$ cat src/rtl/jtkiwi_pkg.sv
// Shared definitions for the palette DMA: controller state type and encodings.
package jtkiwi_pkg;

  typedef enum logic [1:0] {
    ST_IDLE  = 2'd0,
    ST_ARMED = 2'd1,
    ST_REQ   = 2'd2,
    ST_WRITE = 2'd3
  } dma_state_t;

endpackage

$ cat src/rtl/jtkiwi_paldma_edge.sv
// Edge detector for LVBL: flags 1->0 (blank start) and 0->1 (blank end)
// between consecutive cycles. History resets high so a low input at release counts as a fall.
module jtkiwi_paldma_edge (
  input  logic clk,
  input  logic rst,
  input  logic sig,
  output logic fall,
  output logic rise
);

  logic sig_q;
  logic sig_d;

  always_comb sig_d = sig;

  always_ff @(posedge clk or posedge rst) begin
    if (rst) sig_q <= 1'b1;
    else     sig_q <= sig_d;
  end

  assign fall = sig_q & ~sig;
  assign rise = ~sig_q & sig;

endmodule

$ cat src/rtl/jtkiwi_paldma.sv
// Palette DMA: copies LEN source bytes into palette RAM during vertical blank.
// Build option JTKIWI_PALDMA_SWAP_EN swaps the two bytes of each colour entry on the palette side.
//
// state    | meaning
// ST_IDLE  | waiting for dma_en
// ST_ARMED | enabled, waiting for LVBL falling edge
// ST_REQ   | src_cs high, waiting for src_ok
// ST_WRITE | one-cycle palette write, counter advances
module jtkiwi_paldma
  import jtkiwi_pkg::*;
#(
  parameter int AW  = 10,
  parameter int LEN = 1024
) (
  input  logic          clk,
  input  logic          rst,
  input  logic          LVBL,
  input  logic          dma_en,
  output logic [AW-1:0] src_addr,
  output logic          src_cs,
  input  logic          src_ok,
  input  logic [7:0]    src_data,
  output logic [AW-1:0] pal_addr,
  output logic [7:0]    pal_dout,
  output logic          pal_we,
  output logic          busy,
  output logic          done,
  output logic          abort
);

  localparam logic [AW:0] CNT_LAST = (AW+1)'(LEN - 1);

  dma_state_t  state_q, state_d;
  logic [AW:0] cnt_q, cnt_d;
  logic [7:0]  data_q, data_d;
  logic        done_q, done_d;
  logic        abort_q, abort_d;
  logic        lvbl_fall, lvbl_rise;
  logic        last_byte;

  jtkiwi_paldma_edge u_edge (
    .clk  (clk),
    .rst  (rst),
    .sig  (LVBL),
    .fall (lvbl_fall),
    .rise (lvbl_rise)
  );

  assign last_byte = (cnt_q == CNT_LAST);

  always_ff @(posedge clk or posedge rst) begin
    if (rst) begin
      state_q <= ST_IDLE;
      cnt_q   <= '0;
      data_q  <= '0;
      done_q  <= 1'b0;
      abort_q <= 1'b0;
    end else begin
      state_q <= state_d;
      cnt_q   <= cnt_d;
      data_q  <= data_d;
      done_q  <= done_d;
      abort_q <= abort_d;
    end
  end

  // A blank start outranks dma_en dropping in the same cycle.
  always_comb begin
    state_d = state_q;
    case (state_q)
      ST_IDLE:  if (dma_en) state_d = ST_ARMED;
      ST_ARMED: begin
        if (lvbl_fall)    state_d = ST_REQ;
        else if (!dma_en) state_d = ST_IDLE;
      end
      ST_REQ: begin
        if (lvbl_rise)   state_d = ST_IDLE;
        else if (src_ok) state_d = ST_WRITE;
      end
      ST_WRITE: begin
        if (lvbl_rise || last_byte) state_d = ST_IDLE;
        else                        state_d = ST_REQ;
      end
      default: state_d = ST_IDLE;
    endcase
  end

  // Datapath next values; blank end wins over completion so done never follows an abort.
  always_comb begin
    cnt_d   = cnt_q;
    data_d  = data_q;
    done_d  = 1'b0;
    abort_d = 1'b0;
    case (state_q)
      ST_ARMED: if (lvbl_fall) cnt_d = '0;
      ST_REQ: begin
        if (lvbl_rise)   abort_d = 1'b1;
        else if (src_ok) data_d  = src_data;
      end
      ST_WRITE: begin
        cnt_d = cnt_q + 1'b1;
        if (lvbl_rise)      abort_d = 1'b1;
        else if (last_byte) done_d  = 1'b1;
      end
      default: ;
    endcase
  end

  always_comb begin
    src_cs = (state_q == ST_REQ);
    pal_we = (state_q == ST_WRITE);
    busy   = (state_q == ST_REQ) || (state_q == ST_WRITE);
  end

  assign src_addr = cnt_q[AW-1:0];
  assign pal_dout = data_q;
  assign done     = done_q;
  assign abort    = abort_q;

`ifdef JTKIWI_PALDMA_SWAP_EN
  // Swap applied only while writing so the idle address still reads as the counter.
  assign pal_addr = cnt_q[AW-1:0] ^ {{(AW-1){1'b0}}, pal_we};
`else
  assign pal_addr = cnt_q[AW-1:0];
`endif

endmodule

$ cat config.mk
export PLATFORM = sky130hd
export DESIGN_NAME = jtkiwi_paldma
export DESIGN_NICKNAME = d
export VERILOG_FILES = /design/src/rtl/jtkiwi_pkg.sv /design/src/rtl/jtkiwi_paldma_edge.sv /design/src/rtl/jtkiwi_paldma.sv
export SDC_FILE = /design/constraint.sdc
export NUM_CORES = 1
export LEC_CHECK = 0
export ABC_AREA = 1
export CAP_MARGIN = 5
export CORE_AREA = 2 2 42 83
export DETAILED_ROUTE_END_ITERATION = 8
export DIE_AREA = 0 0 44 85
export PLACE_DENSITY = 0.8
export SLEW_MARGIN = 40
export SYNTH_ARGS = -nofsm -noshare
export SYNTH_HDL_FRONTEND = slang
export SYNTH_HIERARCHICAL = 1
export SYNTH_SLANG_ARGS = --single-unit
export TNS_END_PERCENT = 5
$ cat constraint.sdc
create_clock -name clk -period 1.9 [get_ports clk]
set_clock_uncertainty 0.15 [all_clocks]
set_input_delay 0.285 -clock clk [delete_from_list [all_inputs] [get_ports clk]]
set_output_delay 0.285 -clock clk [all_outputs]
set_load 0.03 [all_outputs]
== After elaboration in Yosys (flattened, before gate mapping) ==
Cells that the tools add are included.

* Add/sub/neg operators: 1
* Equal/unequal tests: 8
* Multiplexer cells: 14
* Bitwise operators: 5
* Reductions and logical operators: 8

{| class="wikitable"
|+ Operators with widths
! operator !! number
|-
| $pmux W11 S2 || 1
|-
| $mux W2 || 6
|-
| $add A11 B1 Y11 const B || 1
|-
| $eq A11 B10 Y1 const B || 1
|-
| $mux W11 || 1
|-
| $pmux W2 S4 || 1
|-
| $reduce_and A3 Y1 || 2
|-
| $mux W1 || 5
|-
| $eq A2 B2 Y1 const B || 2
|-
| $ne A2 B2 Y1 const B || 2
|-
| $ne A3 B1 Y1 const B || 1
|-
| $ne A3 B3 Y1 const B || 1
|-
| $not A1 Y1 || 3
|-
| $and A1 B1 Y1 || 2
|-
| $eq A2 B1 Y1 const B || 1
|-
| $logic_not A2 Y1 || 1
|-
| $logic_or A1 B1 Y1 || 2
|-
| $reduce_and A2 Y1 || 1
|-
| $reduce_bool A2 Y1 || 1
|-
| $reduce_or A2 Y1 || 1
|}

* Register bits after elaboration: 24
* Input port bits: 13
* Output and inout bits: 33
* Word-level logic and storage cells: 42

== Logic depth before layout (Yosys ltp) ==
Gate-level depths: netlist of the first run.

* Depth in word-level cells: 5
* Gate-level depth with buffers: 7

== By module ==
The synthesis of the first run kept the hierarchy.

{| class="wikitable"
|+ By module, submodules not included
! module !! instances !! cells an instance !! area each (µm²) !! sequential area each (µm²)
|-
| jtkiwi_paldma || 1 || 169 || 1297.5 || 575.6
|-
| jtkiwi_paldma_edge || 1 || 6 || 45.0 || 26.3
|}

== Worst setup path before layout of the first run ==
OpenSTA, ideal clock, no wires.

* Path kind: register to register
* From: reg cnt_q[0]
* To: reg cnt_q[10]
* Setup time: 0.118 ns
* Data arrival time: 1.108 ns
* Data required time: 1.632 ns
* Slack: 0.523 ns
* Stages on the path, launching flop included: 7
* Path buffers: 0
* Clock period less this slack: 1.377 ns
* Cell sequence: dfrtp_1 -> ha_1 -> nand3_1 -> nor2_1 -> nand3_1 -> nand2_1 -> nand2_1

* Cells in the longest elaborated chain, start to end: 2

{| class="wikitable"
|+ Ends and longest elaborated chain
! what !! RTL line !! RTL
|-
| start, declared || jtkiwi_paldma.sv:34 || <nowiki>logic [AW:0] cnt_q, cnt_d;</nowiki>
|-
| start signal, assigned || jtkiwi_paldma.sv:60 || <nowiki>cnt_q <= cnt_d;</nowiki>
|-
| $add A11 B1 Y11 || jtkiwi_paldma.sv:101 || <nowiki>cnt_d = cnt_q + 1'b1;</nowiki>
|-
| $pmux W11 S2 || jtkiwi_paldma.sv:94 || <nowiki>case (state_q)</nowiki>
|}

Every way passes these cells.
A chain may end at the register's enable or synchronous reset.

== Worst setup path in the final report of the first run ==
* From: reg cnt_q[5]
* To: out pal_addr[5]

{| class="wikitable"
|+ RTL lines
! what !! RTL line !! RTL
|-
| end, declared || jtkiwi_paldma.sv:23 || <nowiki>output logic [AW-1:0] pal_addr,</nowiki>
|}

No word-level cell between the ends.

==> impl_metrics.csv, run 1 <==
group,metric,value,unit
placed_design,gpl.final_weighted_congestion,0.7918,
critical_path,critical_path.n_buffers_inverters,1,
clock_tree,cts-htree-levels,1,
critical_path,worst_path_largest_cell_delay,0.70,ns
critical_path,r2r_setup_slack,0.32,ns
yosys,synth.distinct_cells,20,
critical_path,timing.rr.start,"cnt_q[0]",
sta,setup_viol,0,
critical_path,worstPathRequired,1.46,ns
die,die_width,44,µm
yosys,postSynthAreaPerCell,7.672,µm²
clock_tree,hold_buffers,0,
drt,viasPerCell,4.824,
die,core-area,3120,µm²
critical_path,crit_path_end_kind,"output port",
clock_tree,clkSinkCount,24,
drt,post-route-drc-count,0,
die,rows,29,
sta,final-hold-violation-count,0,
clock_tree,clock_path_buffers,2,
sta,maxClockFrequency,0.5402,GHz
sta,setup_ws,0.04884,ns
drt,residual_antenna_violating_net_count_after_detailed_routing,0,
cells_and_area,finish.utilization,57.06,%
placed_design,dp_hpwl,2.056,mm
clock_tree,post-cts-setup-buffer-count,0,
yosys,yosys_warnings,6,
critical_path,crit_family,"buffers and inverters",
global_route,grt_pass1_vias,1060,
sta,final_min_period_over_clock_period,97.43,%
drt,routed_wirelength,2.673,mm
min_path,holdCritPathClass,"in2async",
global_route,grt_start_max_net_pins,24,
clock_tree,tritoncts,"built",
global_route,grt_antenna_before_repair,0,
sta,grt_setup_unrepaired,"no",
yosys,synth-seq-area-share,44.83,%
sta,max_slew_margin,78.33,%
placed_design,postPlaceCellArea,1699,µm²
drt,detailroute.via_count,1148,
clock_tree,numCtsBuffers,3,
critical_path,cp_max_fo,6,
global_route,grt_overflow,0,
yosys,synth.most_common_cell,"sky130_fd_sc_hd__nand2_1",
pwr,max-vdd-ir-drop,0.0007556,V
clock_tree,cts.clk_slew.worst_paths,0.09,ns
critical_path,timing_worst_setup_path_type,"reg2out",
yosys,synth_seq_cells,24,
yosys,synth-async-reset-ratio,100.0,%
die,design.die.area,3740,µm²
clock_tree,ctsResizeCount,2,
cells_and_area,antennaDiodeCount,0,
pwr,report.power.total,2.416,mW
cells_and_area,final_cell_area,1780,µm²
sta,final_report_max_slew_violation_count,0,
drt,detailedRoute.firstPassIterationCount,4,
critical_path,worstReg2RegEnd,"done",
die,initial_utilization,43.02,%
die,design.portCount,46,
pwr,power_density,1357,nW/µm²
yosys,synth_commonest_cells,"sky130_fd_sc_hd__nand2_1 (47), sky130_fd_sc_hd__inv_1 (28), sky130_fd_sc_hd__dfrtp_1 (23)",
critical_path,rr_worst_depth,5,
die,die_height,85,µm
cells_and_area,areaGrowthSynthToFinish,32.62,%
yosys,library_cell_with_the_largest_summed_area_after_synthesis,"sky130_fd_sc_hd__dfrtp_1",
yosys,synthDominantCellAreaShare,42.87,%
placed_design,pre_cts_slack,0.1818,ns
pwr,leakagePower,0.9703,nW
cells_and_area,final_nets,222,
clock_tree,clock_insertion_delay_worst_skew,0.27,ns
sta,worstMarginPinSlew,0.3241,ns
critical_path,cp-start-kind,"flop",
critical_path,crit_arrival,1.42,ns
yosys,postSynth.topFlopCell,"sky130_fd_sc_hd__dfrtp_1",
global_route,globalRouteTotalUtil,16.10,%
drt,number_of_drc_markers_after_the_initial_detailed_route_iteration,14,
yosys,yosys-top-cells-area,"sky130_fd_sc_hd__dfrtp_1 (43%), sky130_fd_sc_hd__nand2_1 (13%), sky130_fd_sc_hd__buf_4 (11%), sky130_fd_sc_hd__inv_1 (7.8%), sky130_fd_sc_hd__nand3_1 (4.8%)",
sta,finalCriticalPeriod,1.851,ns
yosys,mapped_cell_area,1343,µm²
yosys,synth_fp_nets,189,
drt,wire_per_inst,11.23,µm
cells_and_area,layout-drive-gt1-share,6.763,%
flow_run,drv.max_cap_violation_count,0,
outcome,outcome,"complete, no violations",
clock_tree,clk_root_buffer_cell,"sky130_fd_sc_hd__clkbuf_8",
global_route,grt_pass1_wl,4.616,mm
yosys,synth_edf_count,0,
critical_path,crit_chain,"clkdlybuf4s50_1",
sta,post_route_setup_tns,0,ns
yosys,number_of_instances_in_the_synthesized_netlist,175,
critical_path,cell_with_the_biggest_individual_delay_on_the_critical_path,"sky130_fd_sc_hd__clkdlybuf4s50_1",
placed_design,io_buffers,45,
==> area by class of cell <==
class / instances / area, µm²
well taps: 31 / 38.79
inverters: 30 / 112.6
multi-input cells: 99 / 457.9
clock buffers: 3 / 41.29
clock inverters: 1 / 30.03
flip-flops and latches: 24 / 601.8
fillers: 271 / 1340
repair buffers: 50 / 498.0
==> layer usage <==
layer  global-route usage [%]  part of all wire [%]  up-vias
met5                        0                     0        -
met1                    17.91                    37      536
met2                    28.88                    58       29
met4                    6.336                   1.7        0
met3                    2.766                   3.4        5
li1                         -                     -      578
==> power by group <==
part	switching, mW	internal [mW]
Clock	0.165	0.282
Combinational	0.685	0.474
Sequential	0.148	0.663
==> cells in the final DEF, fill, tap and decap left out, drive strengths merged, types with 3 or more instances in the layout <==
master / n
a21oi: 3
buf: 5
clkbuf: 3
clkdlybuf4s50: 38
dfrtp: 23
dlymetal6s2s: 5
inv: 30
nand2: 47
nand3: 14
nor2: 16
o21ai: 12
==> worst max path at each step <==
stage / from / to / slack [ns] / depth (start not counted)
finish: cnt_q[5] / pal_addr[5] / 0.05 / 1
detailed placement: state_q[1] / src_cs / 0.18 / 3
global placement: state_q[1] / src_cs / 0.19 / 3
global route: cnt_q[8] / src_addr[8] / 0.00005 / 1
floorplan: cnt_q[0] / cnt_q[10] / 0.52 / 6
CTS: cnt_q[0] / pal_addr[0] / 0.007 / 1
==> flip-flops by register name (all words and copies together) (netlist names) <==
signal	flops
pal_dout	8
abort	1
state_q	2
done	1
cnt_q	11
u_edge/sig_q	1
==> metrics by stage <==
stage | hold WS [ns] | std cells
detailed placement | 0.3261 | 234
finish | 0.1904 | 238
global placement | 0.3190 | 234
CTS | 0.1914 | 238
floorplan | 0.02470 | 175
global route | 0.2055 | 238
==> worst reg2reg max path, cell delays in order, from the launching register on <==
cell and delay [ns]:
sky130_fd_sc_hd__dfrtp_1 0.46, sky130_fd_sc_hd__ha_1 0.23, sky130_fd_sc_hd__nand3_1 0.14, sky130_fd_sc_hd__nor2_1 0.26, sky130_fd_sc_hd__nand4_1 0.16, sky130_fd_sc_hd__nor2_1 0.11
==> cells by family after synthesis <==
logic type / Yosys count / synth area share (%)
AOI/OAI and AO/OA: 18 / 7.361
buffers and inverters: 52 / 21.06
DFF: 24 / 44.83
and+or+nand+nor: 80 / 25.82
adders and majority gates: 1 / 0.9318
No activity file was read; power rests on OpenSTA's default activity.
==> run 2: changes to the inputs <==
CTS_CLUSTER_DIAMETER = 40   (was default)
==> results of run 2 <==
The final DEF is identical to that of run 1; final timing and power are the same.
